==> config.mk <==
export PLATFORM = sky130hd
export DESIGN_NAME = bullet_slot_arbiter
export DESIGN_NICKNAME = d
export VERILOG_FILES = /design/src/rtl/bullet_slot_arbiter.sv
export SDC_FILE = /design/constraint.sdc
export NUM_CORES = 1
export LEC_CHECK = 0
export CORE_AREA = 4 4 65 67
export CTS_BUF_LIST = sky130_fd_sc_hd__clkbuf_8
export CTS_CLUSTER_SIZE = 25
export DETAILED_ROUTE_END_ITERATION = 10
export DIE_AREA = 0 0 69 71
export GPL_TIMING_DRIVEN = 0
export PLACE_DENSITY = 0.85
export SLEW_MARGIN = 20
export SYNTH_ARGS = -nofsm -noshare
export SYNTH_HDL_FRONTEND = slang
export SYNTH_SLANG_ARGS = --single-unit
==> constraint.sdc <==
create_clock -name Clk -period 7.66 [get_ports Clk]
set_input_delay 0.766 -clock Clk [delete_from_list [all_inputs] [get_ports Clk]]
set_output_delay 0.766 -clock Clk [all_outputs]
set_load 0.02 [all_outputs]
==> src/rtl/bullet_slot_arbiter.sv <==
// Bullet slot pool arbiter: grants at most one player and one
// enemy launch per frame from a shared pool of bullet slots.
module bullet_slot_arbiter #(
  parameter int NUM_SLOTS      = 4,
  parameter int ENEMY_COLS     = 8,
  parameter int ENEMY_COOLDOWN = 30,
  localparam int SW = $clog2(NUM_SLOTS),
  localparam int CW = (ENEMY_COLS > 1) ? $clog2(ENEMY_COLS) : 1
) (
  input  logic                  Clk,
  input  logic                  Reset,
  input  logic                  is_playing,
  input  logic                  frame_tick,
  input  logic                  player_fire,
  input  logic [ENEMY_COLS-1:0] enemy_fire_req,
  input  logic [NUM_SLOTS-1:0]  slot_release,
  output logic [NUM_SLOTS-1:0]  slot_busy,
  output logic [NUM_SLOTS-1:0]  slot_owner,
  output logic                  player_active,
  output logic                  launch_valid,
  output logic [SW-1:0]         launch_slot,
  output logic                  launch_owner,
  output logic [CW-1:0]         launch_col
);

  localparam int DW = $clog2(ENEMY_COOLDOWN + 2);
  localparam int NW = $clog2(NUM_SLOTS + 1);

  typedef enum logic [1:0] {
    IDLE, WAIT, P_ALLOC, E_ALLOC
  } state_t;

  state_t state, state_n;

  logic [DW-1:0]        cool, cool_n;
  logic                 cool_ok, cool_ok_n;
  logic [CW-1:0]        rr, rr_n;
  logic                 pend, pend_n;
  logic [NUM_SLOTS-1:0] busy_n, owner_n;
  logic                 pa_n, lv_n, lo_n;
  logic [SW-1:0]        ls_n;
  logic [CW-1:0]        lc_n;

  logic [SW-1:0]        free_idx;
  logic                 has_free;
  logic [NW-1:0]        ecnt;
  logic [CW-1:0]        col, cidx;
  logic                 col_found;
  logic                 p_go, e_go;
  int                   c;

  always_ff @(posedge Clk) begin
    if (Reset) state <= IDLE;
    else       state <= state_n;
  end

  always_comb begin
    state_n = state;
    if (!is_playing) begin
      state_n = IDLE;
    end else begin
      unique case (state)
        IDLE:    state_n = WAIT;
        WAIT:    if (frame_tick) state_n = P_ALLOC;
        P_ALLOC: state_n = E_ALLOC;
        E_ALLOC: state_n = WAIT;
      endcase
    end
  end

  always_comb begin
    free_idx  = '0;
    has_free  = |(~slot_busy);
    ecnt      = '0;
    col       = '0;
    cidx      = '0;
    col_found = 1'b0;
    c         = 0;
    for (int i = NUM_SLOTS - 1; i >= 0; i--)
      if (!slot_busy[i]) free_idx = SW'(i);
    for (int i = 0; i < NUM_SLOTS; i++)
      if (slot_busy[i] && slot_owner[i]) ecnt = ecnt + NW'(1);
    for (int k = 0; k < ENEMY_COLS; k++) begin
      c    = (int'(rr) + k) % ENEMY_COLS;
      cidx = CW'(c);
      if (!col_found && enemy_fire_req[cidx]) begin
        col_found = 1'b1;
        col       = cidx;
      end
    end

    p_go = (state == P_ALLOC) && pend && has_free;
    e_go = (state == E_ALLOC) && cool_ok && col_found
           && (ecnt < NW'(NUM_SLOTS - 1)) && has_free;

    busy_n  = slot_busy & ~slot_release;
    owner_n = slot_owner & ~slot_release;
    if (p_go || e_go) begin
      busy_n[free_idx]  = 1'b1;
      owner_n[free_idx] = e_go;
    end
    pa_n = |(busy_n & ~owner_n);
    lv_n = p_go || e_go;
    ls_n = lv_n ? free_idx : '0;
    lo_n = e_go;
    lc_n = e_go ? col : '0;

    pend_n = p_go ? 1'b0 : (pend | (player_fire & ~player_active));

    // gate on the count seen at this frame's tick: a load of C
    // leaves C launch-free frames before the next enemy shot
    cool_n    = cool;
    cool_ok_n = cool_ok;
    if (state == WAIT && frame_tick) begin
      cool_ok_n = (cool == '0);
      if (cool != '0) cool_n = cool - DW'(1);
    end
    rr_n = rr;
    if (e_go) begin
      cool_n = DW'(ENEMY_COOLDOWN);
      rr_n   = (col == CW'(ENEMY_COLS - 1)) ? '0 : col + CW'(1);
    end

    if (!is_playing) begin
      busy_n    = '0;
      owner_n   = '0;
      pa_n      = 1'b0;
      lv_n      = 1'b0;
      ls_n      = '0;
      lo_n      = 1'b0;
      lc_n      = '0;
      pend_n    = 1'b0;
      cool_n    = '0;
      cool_ok_n = 1'b0;
      rr_n      = '0;
    end
  end

  always_ff @(posedge Clk) begin
    if (Reset) begin
      slot_busy     <= '0;
      slot_owner    <= '0;
      player_active <= 1'b0;
      launch_valid  <= 1'b0;
      launch_slot   <= '0;
      launch_owner  <= 1'b0;
      launch_col    <= '0;
      pend          <= 1'b0;
      cool          <= '0;
      cool_ok       <= 1'b0;
      rr            <= '0;
    end else begin
      slot_busy     <= busy_n;
      slot_owner    <= owner_n;
      player_active <= pa_n;
      launch_valid  <= lv_n;
      launch_slot   <= ls_n;
      launch_owner  <= lo_n;
      launch_col    <= lc_n;
      pend          <= pend_n;
      cool          <= cool_n;
      cool_ok       <= cool_ok_n;
      rr            <= rr_n;
    end
  end

endmodule

==> impl_metrics.csv <==
group,metric,value,unit
outcome,run_status,"complete, no violations",
pwr,power_frac_comb,13.8,%
worst_setup_path,slowest_delay,560,ps
timing,finalClockSkew,2.31,ps
final_layout,layout_common_cells,"32 x clkdlybuf4s50_1, 28 x dfxtp_1, 21 x nor2_1, 20 x nand2_1, 18 x inv_1",
worst_setup_path,critPathLaunch,"rr[0]$_SDFFE_PP0P_",
route,drtAntennaViolNets,0,
cts,cts_tree,"built",
worst_setup_path,cp_slowest_cell,"mux4_2",
run,max-cap-violations,0,
synthesis,synth_top_area_share,26.6,%
pwr,pwr_density_cell,119,mW/mm^2
pwr,peakVddDrop,0.000106,V
synthesis,syn_area,0.00211,mm^2
worst_setup_path,cp.depth,14,
final_layout,n_antenna_cell,0,
global_routing,grt-busiest-layer,"met2",
pwr,clockPowerShare,37.8,%
cts,cts.path.max_buffers,2,
pwr,p_int,0.237,mW
cts,cts_buffers,3,
worst_setup_path,cp-start-kind,"register",
worst_setup_path,worstPathMaxFanout,10,
floorplan,num_io_pins,33,
synthesis,synth.avg_cell_area,8.96,um^2
global_routing,overflow,0,
global_routing,grt_pass1_wl,8470,um
cts,post-cts-setup-buffer-count,0,
synthesis,async_reset_ff_share,0,%
timing,setup_tns,0,ps
synthesis,synthCells,235,
floorplan,rows,22,
global_routing,use_met2,34.7,%
worst_setup_path,critical_path.top_delay_family,"compound AO/OA/AOI/OAI gates",
worst_setup_path,cp_common_cell,"ha_1",
synthesis,synth-edff-count,0,
place,dpl.hpwl,3740,um
timing,hold_viol_final,0,
global_routing,grt_pass1_vias,1891,
place,place_congestion,0.926,
route,via_per_inst,6.34,
pwr,p_sw,0.0677,mW
route,vias,2022,
floorplan,coreArea,0.00363,mm^2
floorplan,initial_core_util,58.0,%
timing,finalMaxSlewViolations,0,
timing,worst_pin_slew,654,ps
timing,fmax,242,MHz
synthesis,ys_warn_count,0,
timing,period_share,54.1,%
cts,ctsRootBufferMaster,"clkbuf_8",
floorplan,die_h,71,um
cts,post_cts_resized,0,
cts,hold_buffers,0,
worst_setup_path,setup.worst_path.class,"reg -> reg",
timing,finalCriticalPeriod,4140,ps
route,route.detailed.drc,0,
synthesis,ys_seq_elements,28,
worst_setup_path,crit_required,7830,ps
cts,clock-sinks,28,
synthesis,yosys-top-cells-area,"dfxtp_1 27%, mux4_2 13%, ha_1 5.3%",
pwr,p_sw_share,22.2,%
synthesis,synth_xor_area_share,3.62,%
place,port-buffer-count,32,
place,place_ws,3660,ps
timing,relSlewSlack,56.3,%
route,routedWlPerCell,15.9,um
cts,path_clk_slew,90,ps
worst_setup_path,reg2reg_to,"rr[0]$_SDFFE_PP0P_",
worst_setup_path,critical_path_buf_inv_count,3,
timing,finalSetupViolations,0,
final_layout,nFillCells,289,
synthesis,synth_top_family_by_area,"multiplexers",
synthesis,synthMuxAreaShare,21.0,%
cts,insertion_delay,280,ps
worst_setup_path,path_cells,"buf_6, inv_1, ha_1, buf_6, mux4_2, mux2_2, o41ai_1, a222oi_1, o21ai_1, ha_1, ha_1, nor3_1, and4b_1, a211o_1",
final_layout,mostFrequentLayoutCell,"clkdlybuf4s50_1",
global_routing,antenna_found_initial,0,
pwr,p_leak,0.926,nW
synthesis,synth_compound_gate_area_share,19.0,%
final_layout,drive_gt1_share,11.8,%
floorplan,dieArea,0.00490,mm^2
worst_setup_path,r2r_start,"rr[0]$_SDFFE_PP0P_",
route,routed_wl,5090,um
global_routing,met3_usage,3.84,%
worst_setup_path,ff2ff_path_depth,14,
cts,htree_num_levels,1,
synthesis,synth_seq_area_share,26.6,%
timing,setup_ws,3520,ps
worst_hold_path,hp-class,"reg -> reg",
final_layout,final_nets,298,
final_layout,syn_to_final_growth,21.4,%
worst_setup_path,crit_path_end_kind,"register",
synthesis,yosys.area.top_type,"dfxtp_1",
global_routing,grt_use_total,20.5,%
final_layout,final_util,70.4,%
route,drt_iter0_drc,221,
synthesis,syn_nets,261,
synthesis,ys.flop_type,"dfxtp_1",
pwr,p_seq_share,48.3,%
global_routing,grtUsageMet1,26.6,%
synthesis,synthDistinctLibCells,47,
worst_setup_path,reg2reg_slack,3520,ps
timing,rsz0062_at_grt,"false",
global_routing,grt_max_degree,17,
floorplan,die_w,69,um
route,drtPass1Iterations,5,
worst_setup_path,worstPathArrival,4310,ps
synthesis,yosys.area_share.simple,17.6,%
worst_setup_path,critPathCapture,"rr[0]$_SDFFE_PP0P_",
synthesis,synthAdderAreaFrac,5.82,%
==> logic make-up (layout without fill, tap and decap cells) <==
family / Yosys count / after routing
buf+inv: 29 / 65
flops: 28 / 28
compound gates: 58 / 58
fa+ha+maj: 10 / 10
xor+xnor: 7 / 7
mux: 28 / 28
simple gates: 75 / 75
==> registers in the layout (all words and copies together) (netlist names) <==
signal	count
cool	5
cool_ok	1
launch_col	3
launch_owner	1
launch_slot	2
launch_valid	1
pend	1
player_active	1
rr	3
slot_busy	4
slot_owner	4
state	2
==> cell type report <==
class / instances / area, um^2 / share of cell area (%)
Multi-Input combinational cell: 178 / 1410 / 55.3
Sequential cell: 28 / 561 / 21.9
Timing Repair Buffer: 32 / 320 / 12.5
Inverter: 19 / 71.3 / 2.79
Buffer: 10 / 60.1 / 2.35
Tap cell: 48 / 60.1 / 2.35
Clock buffer: 3 / 41.3 / 1.61
Clock inverter: 1 / 30.0 / 1.17
==> synthesized netlist by cell type (2+ instances only) <==
library cell / count
nor2_1: 21
dfxtp_1: 28
nand2b_1: 6
mux4_2: 12
buf_2: 3
a222oi_1: 2
a21oi_1: 17
clkbuf_1: 3
inv_1: 18
mux2_2: 6
a211o_1: 2
nor3_1: 10
a32oi_1: 5
a211oi_1: 5
xor2_1: 5
nand2_1: 20
o21a_1: 2
nor3b_1: 3
o21ai_0: 7
o21ai_1: 6
ha_1: 9
o41ai_1: 2
nand3_1: 4
o221ai_1: 2
a31oi_1: 2
buf_6: 2
mux2i_1: 9
and2_1: 2
nor2b_1: 4
==> metal layers <==
metal | share of wire (%) | up-vias
met1 | 42 | 950
met5 | 0 | -
li1 | - | 942
met4 | 2.2 | 0
met2 | 49 | 111
met3 | 7.5 | 19
==> how the worst min path moves through the flow <==
stage          cells after the start  slack [ps]              endpoint                 start
2_1_floorplan                      2         460  cool[4]$_SDFFE_PP0P_  cool[4]$_SDFFE_PP0P_
3_3_place_gp                       2         470  cool[4]$_SDFFE_PP0P_  cool[4]$_SDFFE_PP0P_
3_5_place_dp                       2         490       pend$_SDFF_PP0_       pend$_SDFF_PP0_
4_1_cts                            2         510       pend$_SDFF_PP0_       pend$_SDFF_PP0_
5_1_grt                            2         530       pend$_SDFF_PP0_       pend$_SDFF_PP0_
6_report                           2         510       pend$_SDFF_PP0_       pend$_SDFF_PP0_
==> power by group through the flow <==
stage	clock network (mW)	logic, mW	registers [mW]
after floorplan	0	0.0247	0.151
after global placement	0	0.0403	0.151
after detailed placement	0	0.0411	0.151
after CTS	0.117	0.0413	0.147
after global routing	0.122	0.0454	0.148
final	0.115	0.0421	0.147
==> worst reg2reg max path, cell delays in order (launching register included) <==
cell and delay (ps):
dfxtp_1 530, buf_6 210, inv_1 170, ha_1 350, buf_6 150, mux4_2 560
mux2_2 330, o41ai_1 430, a222oi_1 200, o21ai_1 270, ha_1 200, ha_1 160
nor3_1 50, and4b_1 200, a211o_1 240
==> stage by stage <==
step,std cells,total power [mW],hold WS (ps),cell area (um^2)
finish,319,0.305,510,2560
global route,319,0.315,534,2560
detailed placement,315,0.192,494,2490
floorplan,235,0.175,456,2110
CTS,319,0.305,512,2560
global placement,315,0.191,472,2490
Note: power is estimated with default switching activity, not from simulation.
==> patch 1 (config.mk and constraints unchanged) <==
Put one more register stage on the output `launch_owner`, without a reset. The value now appears one clock later. The other outputs are not delayed to match.
--- a/src/rtl/bullet_slot_arbiter.sv
+++ b/src/rtl/bullet_slot_arbiter.sv
@@ -31,2 +31,4 @@
   } state_t;
+
+  logic launch_owner_s0;
 
@@ -145,3 +147,3 @@
       launch_slot   <= '0;
-      launch_owner  <= 1'b0;
+      launch_owner_s0 <= 1'b0;
       launch_col    <= '0;
@@ -157,3 +159,3 @@
       launch_slot   <= ls_n;
-      launch_owner  <= lo_n;
+      launch_owner_s0 <= lo_n;
       launch_col    <= lc_n;
@@ -166,2 +168,6 @@
 
+  always_ff @(posedge Clk) begin
+    launch_owner <= launch_owner_s0;
+  end
+
 endmodule
Behaviour: not the same (a bounded check fails within 10 cycles, from zero or initial values).
==> patch 1 against the original RTL <==
Non-clock buffer count fell by 3; utilization up 1.3 points; die area did not move; sequential cell count increased by 1; area after synthesis increased by 0.12%; clock skew increased by 0.0055 ns; sequential power rose by 4%; wire length down 3.3%; power up 17%; final area up 1.9%; largest power group is now clock; setup slack improved by 0.20 ns.
==> patch 1: results (changes against the original RTL) <==
synth_area_leaders: "dfxtp_1 (28%), mux4_2 (8.5%), a21oi_1 (5.5%)"
syn_nets: 259  # -0.77%
timing.hold.ws_ns: 0.3285  # -0.1811 ns
pwr-share-seq_pct: 42.9  # -5.4 points
fmax_ghz: 0.2538  # +5.1%
crit_end: "rr[2]$_SDFFE_PP0P_"
ys_seq_area_share_pct: 27.54  # +0.92 points
total_power_w: 0.0003561  # +17%
placedCellCount: 313  # -0.63%
initialDrtViolationCount: 119  # -46%
drt-total-wl_um: 4921  # -3.3%
num-fill-cells: 292  # +1.0%
grt_max_degree: 11  # -6
cts-root-buf: "clkbuf_8"
p_leak_nw: 0.9875  # +6.6%
worst_pin_slew_ns: 0.6405  # -0.01302 ns
place_area_um2: 2489  # +0.10%
grt_pass1_vias: 1907  # +0.85%
cp.arrival_ns: 4.09  # -0.22 ns
status: "complete, no violations"
reg2reg_from: "rr[1]$_SDFFE_PP0P_"
gp_congestion: 0.8948  # -3.4%
path_clk_slew_ns: 0.06  # -0.03 ns
ys_types: 53  # +13%
place_hpwl_um: 3695  # -1.1%
drt-wirelength-per-cell_um: 15.33  # -3.9%
netSwitchingFraction_pct: 22.33  # +0.097 points
ir_drop_mv: 0.1046  # -0.81%
synthCells: 233  # -0.85%
rrSetupSlack_ns: 3.72  # +0.20 ns
combPwrFrac_pct: 11.3  # -2.5 points
slowest_delay_ns: 0.58  # +0.02 ns
ys_top_cells_by_count: "dfxtp_1 (29), nand2_1 (24), a21oi_1 (23)"
dr.pass1.iters: 4  # -1
numCtsBuffers: 5  # +2
grt_pass1_wl_um: 8528  # +0.65%
htree_levels: 2  # +1
critical-path-top-delay-family: "multiplexers"
final_layout_size_suffix_gt1_share_pct: 11.36  # -0.45 points
r2r_cells: 15  # +1
grt_util_all_layers_pct: 21.40  # +0.86 points
skew_ns: 0.007842  # +0.005533 ns
-- patch 1: cell types whose count changed after synthesis, moves of 5 or more --
cell	change
a21oi_1	+6
a32oi_1	-5
nand2b_1	+7
o21ai_1	-6
-- patch 1: worst min-delay path by stage --
stage                                     from              endpoint  cells past startpoint
finish              launch_owner_s0$_SDFF_PP0_  launch_owner$_DFF_P_                      0
global route        launch_owner_s0$_SDFF_PP0_  launch_owner$_DFF_P_                      0
CTS                 launch_owner_s0$_SDFF_PP0_  launch_owner$_DFF_P_                      0
detailed placement  launch_owner_s0$_SDFF_PP0_  launch_owner$_DFF_P_                      0
global placement    launch_owner_s0$_SDFF_PP0_  launch_owner$_DFF_P_                      0
floorplan           launch_owner_s0$_SDFF_PP0_  launch_owner$_DFF_P_                      0
-- patch 1: per-layer routing --
layer / routed length (µm) / vias up / GRT usage (%)
li1: - / 936 / -
met1: 2056 / 899 / 24.60
met2: 2498 / 64 / 37.82
met3: 234 / 12 / 4.403
met4: 132 / 0 / 10.41
met5: 0 / - / 0
-- patch 1: cells by family (layout without fill, tap and decap cells) --
family	Yosys count	count (layout)	share of synthesized area [%]
fa+ha+maj	9	9	5.341
compound gates	55	55	18.10
xor+xnor	7	7	3.561
mux	24	24	19.76
flops	29	29	27.54
buf+inv	21	61	4.866
simple gates	88	88	20.83
-- patch 1: cell type report --
| cell class | count | area [µm²] | share of cell area [%] |
|---|---|---|---|
| Timing Repair Buffer | 32 | 320.3 | 12.30 |
| Clock buffer | 6 | 82.58 | 3.170 |
| Multi-Input combinational cell | 183 | 1425 | 54.71 |
| Buffer | 7 | 50.05 | 1.921 |
| Clock inverter | 2 | 33.78 | 1.297 |
| Sequential cell | 29 | 580.6 | 22.29 |
| Tap cell | 48 | 60.06 | 2.305 |
| Inverter | 14 | 52.55 | 2.017 |
==> patch 2 (same flow settings) <==
Made on the original files. Set the parameter `ENEMY_COLS` to 16 (it was 8).
--- a/src/rtl/bullet_slot_arbiter.sv
+++ b/src/rtl/bullet_slot_arbiter.sv
@@ -4,3 +4,3 @@
   parameter int NUM_SLOTS      = 4,
-  parameter int ENEMY_COLS     = 8,
+  parameter int ENEMY_COLS     = 16,
   parameter int ENEMY_COOLDOWN = 30,
Interface: changed (resized enemy_fire_req and launch_col); port bits go from 33 to 42. The function was not compared with the original's and may differ.
==> patch 2 against the original RTL <==
The run now fails in global placement without I/O; area after synthesis grew 71%.
==> patch 2: results (changes against the original RTL) <==
status: "aborted with a tool error"
stop_stage: "global placement without I/O"
error: "[ERROR GPL-0301] Utilization 109.565 % exceeds 100%."
ys_async_sr_fraction_pct: 0  # unchanged
dominantRegCellSynth: "dfxtp_1"
ys_seq_area_share_pct: 16.67  # -9.9 points
synth_fa_ha_area_share_pct: 5.210  # -0.61 points
die_w_um: 69  # unchanged
synth_area_leaders: "dfxtp_1 (17%), mux4_2 (11%), mux2i_1 (6.1%)"
synthMuxAreaShare_pct: 25.29  # +4.3 points
synth-xor-area-share_pct: 4.515  # +0.89 points
ys_types: 74  # +57%
ys_top_cells_by_count: "nand2_1 (46), nor2_1 (32), a21oi_1 (31)"
yosys_warnings: 0  # unchanged
synth-compound-area-share_pct: 19.07  # +0.055 points
ys_ff_latch: 30  # +7.1%
syn_nets: 455  # +74%
synthCells: 415  # +77%
## patch 2: cell count changes after synthesis, sizes merged, moves of 11 or more
cell	before	now
a21oi	17	31
mux4	12	24
nor2	21	34
o21ai	13	24
nand2	20	46
mux2i	9	22
## patch 2: kinds of logic after synthesis
family / Yosys count
AOI/OAI and AO/OA: 105
xor gates and xnor gates: 16
adders and majority gates: 15
buffers and inverters: 38
DFF: 30
muxes: 57
and+or+nand+nor: 154
